**src/rtl/slap_hs_ram_arbiter.sv**
```systemverilog
// ---------------------------------------------------------------------------
// slap_hs_ram_arbiter
//
// Shares the single-port work RAM between the Z80 CPU bus and the hiscore
// engine. When hiscore signals intent, the CPU is paused and any CPU access
// already in flight completes. The RAM is then granted to hiscore. Once both
// intents drop, the RAM goes back to the CPU after a short hold-off window.
//
// Optional feature macro: ARB_WATCHDOG_EN
//   defined   : a watchdog limits how long hiscore may own the RAM
//               (WDOG_CYC cycles without activity). On expiry it forces the
//               release path and pulses wdog_fire. Intents are then ignored
//               until both have dropped.
//   undefined : no watchdog. Ownership lasts while intent is held, and
//               wdog_fire is tied 0.
//
// Ports
//   clkm_48MHZ    in   system clock, rising edge
//   RESET_n       in   asynchronous active-low reset
//   cpu_req       in   CPU access request (level)
//   cpu_we        in   CPU write select
//   cpu_addr      in   CPU address [AW]
//   cpu_wdata     in   CPU write data [DW]
//   cpu_rdata     out  CPU read data, valid with cpu_ack [DW]
//   cpu_ack       out  one-cycle completion pulse
//   hs_intent_rd  in   hiscore requests read ownership
//   hs_intent_wr  in   hiscore requests write ownership
//   hs_addr       in   hiscore address [AW]
//   hs_wdata      in   hiscore write data [DW]
//   hs_we         in   hiscore write strobe (only while hs_grant=1)
//   hs_rdata      out  hiscore read data, 2 cycles after hs_addr [DW]
//   hs_grant      out  RAM is owned by hiscore
//   pause_cpu     out  stalls the CPU
//   ram_addr      out  registered RAM address [AW]
//   ram_we        out  registered RAM write enable
//   ram_wdata     out  registered RAM write data [DW]
//   ram_rdata     in   RAM read data, 1 cycle after ram_addr [DW]
//   wdog_fire     out  one-cycle watchdog pulse
//   dbg_state     out  FSM state: 0=CPU 1=DRAIN 2=HS 3=RELEASE
//
// Handshake: the CPU holds cpu_req high until it sees cpu_ack. It must drop
// cpu_req in the cycle after the ack, or a new access is started.
// ---------------------------------------------------------------------------
module slap_hs_ram_arbiter #(
   parameter int AW          = 16,
   parameter int DW          = 8,
   parameter int RELEASE_CYC = 4,
   parameter int WDOG_CYC    = 1024
) (
   input  logic          clkm_48MHZ,
   input  logic          RESET_n,
   input  logic          cpu_req,
   input  logic          cpu_we,
   input  logic [AW-1:0] cpu_addr,
   input  logic [DW-1:0] cpu_wdata,
   output logic [DW-1:0] cpu_rdata,
   output logic          cpu_ack,
   input  logic          hs_intent_rd,
   input  logic          hs_intent_wr,
   input  logic [AW-1:0] hs_addr,
   input  logic [DW-1:0] hs_wdata,
   input  logic          hs_we,
   output logic [DW-1:0] hs_rdata,
   output logic          hs_grant,
   output logic          pause_cpu,
   output logic [AW-1:0] ram_addr,
   output logic          ram_we,
   output logic [DW-1:0] ram_wdata,
   input  logic [DW-1:0] ram_rdata,
   output logic          wdog_fire,
   output logic [1:0]    dbg_state
);

   typedef enum logic [1:0] {
      ST_CPU     = 2'd0,
      ST_DRAIN   = 2'd1,
      ST_HS      = 2'd2,
      ST_RELEASE = 2'd3
   } state_t;

   localparam int RCW = (RELEASE_CYC < 2) ? 1 : $clog2(RELEASE_CYC + 1);

   state_t          r_state;
   logic [RCW-1:0]  r_rel_cnt;
   logic            r_acc1;      // CPU access: address issued to RAM
   logic            r_acc2;      // CPU access: RAM data arriving, ack next
   logic            r_wr1;
   logic            r_wr2;
   logic [DW-1:0]   r_cpu_rdata;
   logic            r_cpu_ack;
   logic [DW-1:0]   r_hs_rdata;
   logic            r_hs_grant;
   logic            r_pause;
   logic [AW-1:0]   r_ram_addr;
   logic            r_ram_we;
   logic [DW-1:0]   r_ram_wdata;

   logic            w_intent_raw;
   logic            w_intent;
   logic            w_wdog_hit;
   logic            w_inflight;
   logic            w_cpu_start;

   assign w_intent_raw = hs_intent_rd | hs_intent_wr;
   assign w_inflight   = r_acc1 | r_acc2;
   assign w_cpu_start  = (r_state == ST_CPU) && !w_inflight && cpu_req;

`ifdef ARB_WATCHDOG_EN
   localparam int WCW = (WDOG_CYC < 2) ? 1 : $clog2(WDOG_CYC);

   logic [WCW-1:0]  r_wdog_cnt;
   logic [1:0]      r_intent_q;
   logic            r_wdog_lock;  // set on expiry, cleared once both intents are low
   logic            r_wdog_fire;
   logic            w_wdog_clr;

   // Any change of either intent, or a hiscore write, counts as activity.
   assign w_wdog_clr = ({hs_intent_rd, hs_intent_wr} != r_intent_q) | hs_we;
   assign w_wdog_hit = (r_state == ST_HS) && !w_wdog_clr &&
                       (r_wdog_cnt == WCW'(WDOG_CYC - 1));
   assign w_intent   = w_intent_raw & ~r_wdog_lock;
   assign wdog_fire  = r_wdog_fire;

   always_ff @(posedge clkm_48MHZ or negedge RESET_n) begin
      if (!RESET_n) begin
         r_wdog_cnt  <= '0;
         r_intent_q  <= 2'b00;
         r_wdog_lock <= 1'b0;
         r_wdog_fire <= 1'b0;
      end else begin
         r_intent_q  <= {hs_intent_rd, hs_intent_wr};
         r_wdog_fire <= w_wdog_hit;
         if (r_state != ST_HS || w_wdog_clr || w_wdog_hit)
            r_wdog_cnt <= '0;
         else
            r_wdog_cnt <= r_wdog_cnt + 1'b1;
         if (w_wdog_hit)
            r_wdog_lock <= 1'b1;
         else if (!w_intent_raw)
            r_wdog_lock <= 1'b0;
      end
   end
`else
   assign w_wdog_hit = 1'b0;
   assign w_intent   = w_intent_raw;
   assign wdog_fire  = 1'b0;
`endif

   always_ff @(posedge clkm_48MHZ or negedge RESET_n) begin
      if (!RESET_n) begin
         r_state     <= ST_CPU;
         r_rel_cnt   <= '0;
         r_acc1      <= 1'b0;
         r_acc2      <= 1'b0;
         r_wr1       <= 1'b0;
         r_wr2       <= 1'b0;
         r_cpu_rdata <= '0;
         r_cpu_ack   <= 1'b0;
         r_hs_rdata  <= '0;
         r_hs_grant  <= 1'b0;
         r_pause     <= 1'b0;
         r_ram_addr  <= '0;
         r_ram_we    <= 1'b0;
         r_ram_wdata <= '0;
      end else begin
         // The CPU access pipeline advances in every state, so an access
         // accepted just before a hiscore request still completes during DRAIN.
         r_acc1    <= w_cpu_start;
         r_wr1     <= w_cpu_start & cpu_we;
         r_acc2    <= r_acc1;
         r_wr2     <= r_wr1;
         r_cpu_ack <= r_acc2;
         if (r_acc2 && !r_wr2)
            r_cpu_rdata <= ram_rdata;

         // Writes last a single cycle unless a state re-asserts them.
         r_ram_we <= 1'b0;

         case (r_state)
            ST_CPU: begin
               if (w_cpu_start) begin
                  r_ram_addr  <= cpu_addr;
                  r_ram_wdata <= cpu_wdata;
                  r_ram_we    <= cpu_we;
               end
               if (w_intent) begin
                  r_state <= ST_DRAIN;
                  r_pause <= 1'b1;
               end
            end
            ST_DRAIN: begin
               if (!w_inflight) begin
                  r_state    <= ST_HS;
                  r_hs_grant <= 1'b1;
               end
            end
            ST_HS: begin
               r_ram_addr  <= hs_addr;
               r_ram_wdata <= hs_wdata;
               r_hs_rdata  <= ram_rdata;
               if (!w_intent || w_wdog_hit) begin
                  r_state    <= ST_RELEASE;
                  r_hs_grant <= 1'b0;
                  r_rel_cnt  <= RCW'(RELEASE_CYC);
               end else begin
                  r_ram_we <= hs_we & r_hs_grant;
               end
            end
            ST_RELEASE: begin
               // Leaving when the count is 1 makes the CPU state appear exactly
               // RELEASE_CYC edges after the drop; a count of 0 leaves next edge.
               if (w_intent) begin
                  r_state    <= ST_HS;
                  r_hs_grant <= 1'b1;
               end else if (r_rel_cnt <= RCW'(1)) begin
                  r_state <= ST_CPU;
                  r_pause <= 1'b0;
               end else begin
                  r_rel_cnt <= r_rel_cnt - 1'b1;
               end
            end
         endcase
      end
   end

   assign cpu_rdata = r_cpu_rdata;
   assign cpu_ack   = r_cpu_ack;
   assign hs_rdata  = r_hs_rdata;
   assign hs_grant  = r_hs_grant;
   assign pause_cpu = r_pause;
   assign ram_addr  = r_ram_addr;
   assign ram_we    = r_ram_we;
   assign ram_wdata = r_ram_wdata;
   assign dbg_state = r_state;

endmodule

```
**config.mk**
```make
export PLATFORM = sky130hd
export DESIGN_NAME = slap_hs_ram_arbiter
export DESIGN_NICKNAME = d
export VERILOG_FILES = /design/src/rtl/slap_hs_ram_arbiter.sv
export SDC_FILE = /design/constraint.sdc
export NUM_CORES = 1
export LEC_CHECK = 0
export CAP_MARGIN = 25
export CELL_PAD_IN_SITES_DETAIL_PLACEMENT = 1
export CELL_PAD_IN_SITES_GLOBAL_PLACEMENT = 1
export CORE_AREA = 2 2 86 88
export CTS_BUF_LIST = sky130_fd_sc_hd__clkbuf_2 sky130_fd_sc_hd__clkbuf_4 sky130_fd_sc_hd__clkbuf_8
export DETAILED_ROUTE_END_ITERATION = 10
export DIE_AREA = 0 0 88 90
export GPL_TIMING_DRIVEN = 0
export PLACE_DENSITY_LB_ADDON = 0.1
export SETUP_SLACK_MARGIN = 0.5
export SLEW_MARGIN = 20
export SYNTH_ARGS = -nofsm -noshare
export SYNTH_HDL_FRONTEND = slang
export SYNTH_SLANG_ARGS = --single-unit
export TNS_END_PERCENT = 20
```
**constraint.sdc**
```tcl
create_clock -name clkm_48MHZ -period 2.5 [get_ports clkm_48MHZ]
set_input_delay 0.25 -clock clkm_48MHZ [delete_from_list [all_inputs] [get_ports clkm_48MHZ]]
set_output_delay 0.25 -clock clkm_48MHZ [all_outputs]
set_load 0.02 [all_outputs]
```
Yosys cells after proc, flatten, opt, wreduce, memory -nomap -nowiden
Index checks and enable logic that the tools add are counted.
{"block": "word_totals", "out_inout_bits": 47, "wordCells": 71, "inputBits": 63, "reg_bits": 53}
{"block": "op_classes", "n_reduce_logical": 15, "order_cmp": 1, "n_eq_ne": 12, "mux": 24, "bitwise": 4, "add_sub_neg": 1}
{"operator": "$pmux 16 s2", "n": 1}
{"operator": "$mux 16", "n": 1}
{"operator": "$ne 2x2->1 const B", "n": 8}
{"operator": "$pmux 8 s2", "n": 1}
{"operator": "$reduce_and 4->1", "n": 4}
{"operator": "$mux 2", "n": 5}
{"operator": "$mux 3", "n": 3}
{"operator": "$mux 8", "n": 1}
{"operator": "$pmux 2 s4", "n": 1}
{"operator": "$mux 1", "n": 7}
{"operator": "$pmux 3 s2", "n": 1}
{"operator": "$reduce_bool 2->1", "n": 3}
{"operator": "$eq 2x2->1 const B", "n": 2}
{"operator": "$pmux 1 s2", "n": 2}
{"operator": "$le 3x1->1 const B", "n": 1}
{"operator": "$logic_and 1x1->1", "n": 3}
{"operator": "$ne 3x3->1 const B", "n": 1}
{"operator": "$pmux 1 s3", "n": 1}
{"operator": "$reduce_bool 3->1", "n": 1}
{"operator": "$sub 3x1->3 const B", "n": 1}
{"operator": "$and 1x1->1", "n": 2}
{"operator": "$eq 2x1->1 const B", "n": 1}
{"operator": "$logic_not 1->1", "n": 2}
{"operator": "$logic_not 2->1", "n": 1}
{"operator": "2 further kinds", "n": 3}

Logic depth before layout (Yosys ltp)
Gate-level depths: netlist of run 1.
{"block": "logic_depth", "depth_word": 6, "depth_mapped": 7, "depth_no_buf": 5}

Worst setup path before layout of run 1
No wires, ideal clock.
{"block": "synth_path", "path_type": "register -> register", "startpoint": "register r_state[0] (netlist: dbg_state[0])", "endpoint": "register r_ram_addr[10] (netlist: ram_addr[10])", "n_path_buf": 3, "setup_slack_ps": 751, "required_time_ps": 2375, "t_arrival_ps": 1624, "setup_time_ps": 125, "synth_period_minus_slack_ps": 1749, "path_stages_with_launch": 7, "path_cell_list": "dfrtp_1 -> buf_4 -> nor2b_4 -> buf_6 -> buf_2 -> mux2_2 -> mux2_4"}
{"block": "synth_between", "elab_chain_len": 5, "word_cells_on_any_way": 8, "cone_classes": "eq/ne (2); mux (1); reduce/logical (5)"}
{"element": "from (decl)", "line": "83", "rtl": "state_t r_state;"}
{"element": "from (signal assigned)", "line": "151", "rtl": "r_state <= ST_CPU;"}
{"element": "from (signal assigned)", "line": "187", "rtl": "r_state <= ST_DRAIN;"}
{"element": "from (signal assigned)", "line": "193", "rtl": "r_state <= ST_HS;"}
{"element": "$logic_not 2->1", "line": "106, 179"}
{"element": "$logic_and 1x1->1 (2 in series)", "line": "106", "rtl": "assign w_cpu_start = (r_state == ST_CPU) && !w_inflight && cpu_req;"}
{"element": "$ne 2x2->1 (no source line)"}
{"element": "$reduce_and 2->1 (no source line)"}
{"element": "to (signal assigned)", "line": "182", "rtl": "r_ram_addr <= cpu_addr;"}
{"element": "to (signal assigned)", "line": "198", "rtl": "r_ram_addr <= hs_addr;"}
{"element": "to (decl)", "line": "94", "rtl": "logic [AW-1:0] r_ram_addr;"}
Parallel ways exist; a longest one is shown, timed or not.
A chain may end at the register's enable or synchronous reset.

Final worst setup path of run 1
{"block": "layout_path", "startpoint": "register r_state[1] (netlist: dbg_state[1])", "endpoint": "register r_ram_addr[9] (netlist: ram_addr[9])"}
The elaborated chain is that of the path after synthesis.

==> results by group, run 1 <==
Clocking
  – Post CTS Setup Buffer Count: 0
  – H-Tree Depth: 2
  – Clk buf depth: 2
  – Cts hold-fix bufs: 0
  – Post_cts resized: 0
  – Total CTS buffers: 5
  – # clock sinks: between 50 and 60
  – Clock-pin slew on the worst setup and hold paths: around 100 ps
  – TritonCTS clock tree: yes
  – Worst-skew pair later-pin latency: 310 ps
  – Clk root buf: clkbuf_8

Final layout
  – Fraction of layout cells with a size suffix above 1: between 30% and 40%
  – P&R area growth vs syn: 52.5%
  – Fin util: 53.4%
  – Nets: 346
  – Finished Layout Cells: 381
  – Design area: 3750 sq um
  – Ant diodes: 0

GRT
  – Largest net degree at the start of global routing: 54
  – Gr usage total: 15.7%
  – Vias in the first global route: 1,839
  – First-pass GRT wire length: 9650 microns
  – Initial antenna violation count: 0
  – Global route overflow: 0

Floorplanning
  – Row Count: 31
  – Core Region: 7020 sq um
  – Starting Density: 35.0%
  – Boundary Pins: 110
  – Die height: 90 microns
  – DIE AREA: between 7000 and 8000 sq um
  – Die Wd: 88 microns

Logic synthesis
  – Mapped Nets: 231
  – Synth cell count leaders: dfrtp_1 (53), mux2_2 (44), mux2_4 (20), inv_1 (6), buf_6 (4)
  – Synthesized area: 2460 sq um
  – Yosys warns: 0
  – Post-synth top area cell: dfrtp_1
  – Mean Syn Cell Area: ~15 sq um
  – Synth area leaders: dfrtp_1 (54%), mux2_2 (20%), mux2_4 (12%)
  – Distinct cells, synth: 33
  – Post-synthesis sequential area ratio: between 50% and 60%
  – FFs w/ async S/R, synth: 100%
  – Post-Synthesis Cells: 166
  – Synthesized flop and latch total: between 50 and 60
  – Most used DFF post-synth: dfrtp_1
  – Post-synth top area share: 53.9%
  – Count leader, synth: dfrtp_1
  – EDFF count, synth: 0

Worst setup path
  – CP Capture Type: register
  – Crit path from: dbg_state[1]
  – Critical path class: reg2reg
  – Data arrival, critical path: 2040 ps
  – CP Launch Type: register
  – Reg2reg end: ram_addr[9]
  – Reg2reg path depth: 5
  – R2r startpoint: dbg_state[1]
  – CP Max Fanout: 10
  – Worst path required time: 2700 ps
  – R2r setup slk: ~660 ps

Min path
  – Tightest Hold Check Type: in2async

Detailed routing
  – Final wirelength: 6020 microns
  – DRT antenna net count: 0
  – Detailed Routing Iterations Pass 1: 3
  – 1st-iter DRT viols: 56
  – Via count: between 1,500 and 2,000
  – Post-route DRC: 0
  – WL/cell: 15.8 microns
  – Via density: 4.59

Place
  – Routability congestion estimate: 0.758
  – Post-placement cell area: 3660 sq um
  – PortBufs: 108
  – Dpl cells: roughly 370
  – Detailed-placement wirelength estimate: 4510 microns

STA
  – Achievable Freq: between 500 and 600 MHz
  – Endpoints failing hold: 53
  – Slew @ Worst Pin: 678 ps
  – Hold slack: -24.6 ps
  – Final period util: about 74%
  – Slew Limit Fails: 0
  – Worst slew margin: around 55%
  – Final Setup Violations: 0
  – Worst Clk Skew: 8.71 ps
  – Post-Route Setup TNS: 0 ps
  – RSZ-0062 raised after global routing: false
  – Period minus WS final: 1840 ps

Power and ir drop
  – Peak supply drop: around 0.00062 V
  – PD cells: 1370 nW/um^2
  – Lkg Pwr: 1.62 nW

Outcome
  – Failing checks: negative hold slack
  – Run status: finished, violations left

Flow run
  – Max Cap Violations: 0
==> how the worst max path moves through the flow <==
stage,end,slack [ps],depth (start not counted)
6_report,ram_addr[9],660,5
5_1_grt,ram_wdata[7],550,5
4_1_cts,ram_wdata[7],650,5
3_5_place_dp,ram_wdata[7],680,5
3_3_place_gp,ram_wdata[3],-550,1
2_1_floorplan,ram_addr[10],750,6
==> through the flow <==
stage / hold slack, ps / total power, W / setup slack [ps]
3_3_place_gp: 333 / 0.00465 / -548
6_report: -24.6 / 0.00515 / 656
5_1_grt: 19.0 / 0.00548 / 549
3_5_place_dp: 349 / 0.00472 / 677
4_1_cts: 3.05 / 0.00524 / 646
2_1_floorplan: -45.6 / 0.00352 / 751
==> area by class of cell <==
cell class                 count  area [sq um]
sequential                    53          1330
multi-input combinational     97          1030
fill                         736          3270
clock inverter                 3          21.3
timing repair buffer         108          1080
tap                           99           124
buffer                        10          81.3
inverter                       6          22.5
clock buffer                   5          68.8
==> layout by cell type (no fill, tap or decap), drive strengths merged, types with 2 or more instances in the layout <==
cell type / n
a21oi: 3
a31oi: 2
buf: 10
clkbuf: 6
clkdlybuf4s50: 107
dfrtp: 53
ha: 2
inv: 7
mux2: 65
nand2: 2
nor2: 3
o22ai: 2
==> critical path: stages, from the launching register on <==
cell	delay [ps]
dfrtp_1	510
nor2b_4	210
buf_6	130
buf_2	260
mux2_2	370
mux2_4	260
==> sequential cells by signal, summed over array words and instances, names as in the netlist <==
| register | cells |
|---|---|
| r_acc1 | 1 |
| r_acc2 | 1 |
| pause_cpu | 1 |
| hs_rdata | 8 |
| hs_grant | 1 |
| cpu_rdata | 8 |
| ram_we | 1 |
| r_wr1 | 1 |
| ram_wdata | 8 |
| dbg_state | 2 |
| cpu_ack | 1 |
| r_wr2 | 1 |
| ram_addr | 16 |
| r_rel_cnt | 3 |
==> logic make-up (layout without fill, tap and decap cells) <==
group                      after synthesis  in the layout  share of synthesized area (%)
AOI/OAI and AO/OA                       15             15                           4.22
muxes                                   66             66                           33.2
other                                    1              1                          0.152
and+or+nand+nor                         13             13                           3.26
buffers and inverters                   16            132                           4.22
DFF                                     53             53                           53.9
adders and majority gates                2              2                           1.02
==> power breakdown <==
part | total (W) | leakage, nW | internal (W) | switching (W)
sequential | 0.00151 | 0.631 | 0.00128 | 0.000237
clock | 0.000495 | 0.0445 | 0.000199 | 0.000295
combinational | 0.00314 | 0.945 | 0.00179 | 0.00135
total | 0.00515 | 1.62 | 0.00327 | 0.00188
==> layer usage <==
metal | track usage, % | vias to the layer above | part of all wire (%)
li1 | - | 811 | -
met3 | 3.58 | 6 | 5.6
met5 | 0 | - | 0
met4 | 3.85 | 0 | 1.0
met1 | 21.5 | 871 | 46
met2 | 25.1 | 59 | 47
(Power assumes the default switching activity.)
==> run 2: changes to the inputs <==
Settings changed: CORE_AREA 2 2 86 88 to 2 2 89 91, DIE_AREA 0 0 88 90 to 0 0 91 93.
Clock period 2.5 ns to 1.7 ns, I/O delays scaled along.
==> results by group, run 2 (synthesis results as in run 1) <==
Clocking
  – TritonCTS clock tree: yes
  – # clock sinks: 53 (unchanged)
  – H-Tree Depth: 2 (unchanged)
  – Clk buf depth: 2 (unchanged)
  – Clk root buf: clkbuf_8
  – Total CTS buffers: 5 (unchanged)
  – Worst-skew pair later-pin latency: 310 ps (about the same)
  – Clock-pin slew on the worst setup and hold paths: 100 ps (about the same)

Final layout
  – Max reg flops: 16 (unchanged)
  – Fraction of layout cells with a size suffix above 1: 33.1% (+3.0 points)
  – Nets: 354 (+2.3%)
  – Multi-input logic area: 1110 sq um (+8.3%)
  – Commonest non-fill, non-tap cells in the layout: clkdlybuf4s50_1 (107), dfrtp_1 (51), mux2_4 (42)
  – Ant diodes: 0 (unchanged)
  – Finished Layout Cells: 392 (+2.9%)
  – Design area: 4030 sq um (+7.5%)
  – Most common cell after layout, fill and taps aside: clkdlybuf4s50_1
  – Fill count: 797 (+8.3%)
  – Seq. cell area: 1330 sq um (+0.19%)
  – P&R area growth vs syn: 64.0%
  – Fin util: 53.6% (+0.14 points)

GRT
  – Largest net degree at the start of global routing: 54 (unchanged)
  – First-pass GRT wire length: 9680 microns (+0.35%)
  – Gr usage total: 14.6% (-1.1 points)
  – Initial antenna violation count: 0 (unchanged)
  – Global route overflow: 0 (unchanged)
  – Vias in the first global route: 1,884 (+2.4%)

Detailed routing
  – WL/cell: 15.3 microns (-3.1%)
  – Via density: 4.53 (-1.3%)
  – Detailed Routing Iterations Pass 1: 4 (+1)
  – DRT antenna net count: 0 (unchanged)
  – Post-route DRC: 0 (unchanged)
  – 1st-iter DRT viols: 33 (-41%)
  – Via count: 1,774 (+1.5%)
  – Final wirelength: 6000 microns (-0.33%)

STA
  – Slew Limit Fails: 0 (unchanged)
  – Endpoints failing hold: 0 (-100%)
  – Achievable Freq: 611 MHz (+13%)
  – RSZ-0062 raised after global routing: true
  – Final period util: 96.3% (+23 points)
  – Post-Route Setup TNS: 0 ps (unchanged)
  – Worst slew margin: 54.6% (-0.22 points)
  – Period minus WS final: 1640 ps (-207 ps)
  – Final Setup Violations: 0 (unchanged)
  – Slew @ Worst Pin: 681 ps (+3.30 ps)
  – Worst Clk Skew: 8.23 ps (-0.481 ps)

Worst setup path
  – CP Max Fanout: 7 (-3)
  – CP Capture Type: register
  – CP Launch Type: register
  – R2r setup slk: 60 ps (-590 ps)
  – Data arrival, critical path: 1830 ps (-210 ps)
  – Worst path required time: 1900 ps (-800 ps)
  – R2r startpoint: dbg_state[0]
  – Reg2reg path depth: 7 (+2)
  – Critical path class: reg2reg
  – Crit path from: dbg_state[0]

Outcome
  – Run status: finished clean

Power and ir drop
  – Lkg Pwr: 1.82 nW (+12%)
  – Peak supply drop: 0.000744 V (+20%)
  – Total power: 0.00856 W (+66%)
  – PD cells: 2120 nW/um^2 (+55%)

Place
  – Detailed-placement wirelength estimate: 4240 microns (-6.0%)
  – Routability congestion estimate: 0.705 (-7.0%)
  – Post-placement cell area: 3780 sq um (+3.2%)
  – Dpl cells: 376 (+0.80%)
  – PortBufs: 108 (unchanged)

Min path
  – Hold Crit Depth: 0
  – Hold_sp: r_wr1
  – Tightest Hold Check Type: reg2reg

Floorplanning
  – Die Wd: 91 microns (+3.4%)
  – Boundary Pins: 110 (unchanged)
  – Core Region: 7530 sq um (+7.2%)
  – Die height: 93 microns (+3.3%)
  – Row Count: 32 (+3.2%)
  – Starting Density: 32.7% (-2.4 points)
  – DIE AREA: 8460 sq um (+6.9%)

Flow run
  – Max Cap Violations: 0 (unchanged)
[run 2: worst paths after layout]
path,endpoint
max in group asynchronous,dbg_state[0]
worst min register to register,r_wr2
min in group asynchronous,hs_rdata[1]
worst max register to register,ram_addr[5]
worst min-delay path,r_wr2
worst max-delay path,ram_addr[5]
[run 2: worst max-delay path: stages (launching register included)]
cell and delay, ps:
dfrtp_2 420, buf_6 130, nor2b_4 100, buf_6 140, a31o_1 120, buf_6 160
clkbuf_16 160, mux2_4 290
[run 2: where the power goes]
part           switching (W)  leakage, nW  internal [W]
logic                0.00216         1.13       0.00327
clock network       0.000428       0.0574      0.000480
registers           0.000351        0.630       0.00188
total                0.00294         1.82       0.00563
[run 2: per-stage QoR]
step / hold slack, ps / setup slack, ps
after floorplan: -126 / 74.3
after global placement: 336 / -1500
after detailed placement: 265 / 11.1
after CTS: 356 / 52.9
after global routing: 353 / 10.6
final: 355 / 62.9
[run 2: what timing repair did]
| action | CTS | global route |
|---|---|---|
| resized for setup | 7 | 0 |
| setup endpoints to repair | 94 | 94 |
| gates cloned | 0 | 1 |
| hold buffers | 1 | 0 |
| setup buffers | 3 | 3 |
| endpoints found under the hold margin | 53 | 0 |
[run 2: cell type report]
cell class,instances,share of cell area [%]
Timing Repair Buffer,116,29.3
Clock buffer,6,2.05
Inverter,6,0.558
Multi-Input combinational cell,97,27.6
Tap cell,102,3.16
Clock inverter,2,0.931
Buffer,10,3.38
Sequential cell,53,32.9
[run 2: routing by layer]
metal,global-route usage (%),routed length [microns]
met5,0,0
met4,4.55,59
met2,24.4,3010
met3,3.79,343
met1,18.5,2590
==> run 3: changes to the inputs <==
Settings changed: CORE_AREA 2 2 89 91 to 2 2 73 110, DIE_AREA 0 0 91 93 to 0 0 75 112.
==> results by group, run 3 (synthesis results as in run 1) <==
STA
  – Slew @ Worst Pin: 690 ps (+8.34 ps)
  – RSZ-0062 raised after global routing: true
  – Period minus WS final: 1650 ps (+14.4 ps)
  – Worst Clk Skew: 6.93 ps (-1.29 ps)
  – Final period util: 97.1% (+0.85 points)
  – Endpoints failing hold: 0 (unchanged)
  – Slew Limit Fails: 0 (unchanged)
  – Worst slew margin: 54.0% (-0.56 points)
  – Achievable Freq: 606 MHz (-0.87%)
  – Post-Route Setup TNS: 0 ps (unchanged)
  – Final Setup Violations: 0 (unchanged)

Place
  – Dpl cells: 376 (unchanged)
  – PortBufs: 108 (unchanged)
  – Routability congestion estimate: 0.693 (-1.7%)
  – Post-placement cell area: 3780 sq um (unchanged)
  – Detailed-placement wirelength estimate: 4520 microns (+6.6%)

Final layout
  – Finished Layout Cells: 388 (-1.0%)
  – Fraction of layout cells with a size suffix above 1: 35.0% (+1.9 points)
  – Ant diodes: 0 (unchanged)
  – Max reg flops: 16 (unchanged)
  – Design area: 4170 sq um (+3.3%)
  – Most common cell after layout, fill and taps aside: clkdlybuf4s50_1
  – P&R area growth vs syn: 69.3%
  – Commonest non-fill, non-tap cells in the layout: clkdlybuf4s50_1 (62), dfrtp_1 (50), mux2_4 (47)
  – Nets: 350 (-1.1%)

Clocking
  – Total CTS buffers: 5 (unchanged)
  – Clock-pin slew on the worst setup and hold paths: 100 ps (about the same)
  – H-Tree Depth: 2 (unchanged)
  – Worst-skew pair later-pin latency: 310 ps (about the same)
  – Clk root buf: clkbuf_8
  – # clock sinks: 53 (unchanged)
  – TritonCTS clock tree: yes
  – Clk buf depth: 2 (unchanged)

Power and ir drop
  – Total power: 0.00846 W (-1.2%)
  – Lkg Pwr: 2.24 nW (+23%)
  – PD cells: 2030 nW/um^2 (-4.3%)
  – Peak supply drop: 0.000900 V (+21%)

Detailed routing
  – 1st-iter DRT viols: 32 (-3.0%)
  – Detailed Routing Iterations Pass 1: 4 (unchanged)
  – Via count: 1,783 (+0.51%)
  – DRT antenna net count: 0 (unchanged)
  – Final wirelength: 6300 microns (+4.9%)
  – Via density: 4.60 (+1.5%)
  – Post-route DRC: 0 (unchanged)
  – WL/cell: 16.2 microns (+6.0%)

Worst setup path
  – Crit path largest cell delay: 420 ps (about the same)
  – CP delay by family, top: multiplexers
  – R2r setup slk: 50 ps (about the same)
  – CP Launch Type: register
  – Reg2reg end: ram_addr[9]
  – CP Max Fanout: 10 (+3)
  – Most Frequent Cell on Critical Path: mux2_4
  – CP max-delay cell: dfrtp_2
  – Worst Path Buf+Inv: 3 (-1)
  – CP Cell Sequence: buf_6, nor2b_4, buf_8, buf_12, mux2_4, mux2_4
  – Data arrival, critical path: 1850 ps (+20 ps)
  – CP Capture Type: register
  – Worst path required time: 1900 ps (about the same)
  – R2r startpoint: dbg_state[0]
  – Reg2reg path depth: 6 (-1)
  – Critical path class: reg2reg
  – Crit path from: dbg_state[0]

Floorplanning
  – Boundary Pins: 110 (unchanged)
  – Core Region: 7470 sq um (-0.81%)
  – Die Wd: 75 microns (-18%)
  – Row Count: 39 (+22%)
  – DIE AREA: 8400 sq um (-0.74%)
  – Starting Density: 32.9% (+0.27 points)
  – Die height: 112 microns (+20%)

Outcome
  – Run status: finished clean

GRT
  – First-pass GRT wire length: 9710 microns (+0.29%)
  – Vias in the first global route: 1,971 (+4.6%)
  – Global route overflow: 0 (unchanged)
  – Largest net degree at the start of global routing: 54 (unchanged)
  – Gr usage total: 15.2% (+0.63 points)
  – Initial antenna violation count: 0 (unchanged)

Min path
  – Hold Path Sink: r_wr2
  – Tightest Hold Check Type: reg2reg
  – Hold Crit Depth: 0 (unchanged)
  – Hold_sp: r_wr1

Flow run
  – Max Cap Violations: 0 (unchanged)
-- run 3: cell count changes in the layout (fill, tap and decap cells not counted), sizes merged --
| cell | previous run | this run |
|---|---|---|
| clkbuf | 8 | 7 |
| buf | 16 | 13 |
| inv | 6 | 7 |
| dlymetal6s2s | 0 | 45 |
| clkdlybuf4s50 | 107 | 62 |
| clkinvlp | 1 | 0 |
-- run 3: worst max-delay path by stage --
stage / end / slack (ps) / cells after the start
finish: ram_addr[9] / 50 / 6
global route: ram_addr[12] / -20 / 7
CTS: ram_wdata[3] / 10 / 6
detailed placement: r_rel_cnt[1] / -20 / 4
global placement: dbg_state[0] / -1480 / 1
floorplan: ram_addr[0] / 70 / 6
-- run 3: what timing repair did --
action,CTS,global route
setup endpoints to repair,94,94
endpoints found under the hold margin,53,0
pin swaps,0,4
setup buffers,2,1
hold buffers,1,0
gates resized for setup,7,67
-- run 3: cell type report --
cell class	instances	area [sq um]
fill	750	3300
sequential	53	1330
timing repair buffer	112	1250
multi-input combinational	97	1180
buffer	10	148
tap	102	128
clock buffer	6	76.3
clock inverter	2	38.8
inverter	6	22.5
-- run 3: metal layers --
| metal | vias up | routed length (microns) | global-route usage, % |
|---|---|---|---|
| met5 | - | 0 | 0 |
| met4 | 0 | 86 | 4.64 |
| met3 | 6 | 362 | 3.62 |
| met2 | 62 | 3480 | 27.1 |
| met1 | 897 | 2370 | 17.3 |
| li1 | 818 | - | - |
-- run 3: power by group --
part           switching [W]  internal (W)
sequential          0.000344       0.00188
combinational        0.00218       0.00316
clock               0.000428      0.000462
total                0.00295       0.00551
-- run 3: metrics by stage --
step | setup WS, ps | hold slack (ps) | util [%]
floorplan | 74.3 | -126 | -
global placement | -1480 | 335 | 50.6
detailed placement | -18.1 | 265 | 50.6
CTS | 13.6 | 380 | 53.2
global route | -22.5 | 390 | 55.8
finish | 48.5 | 368 | 55.8
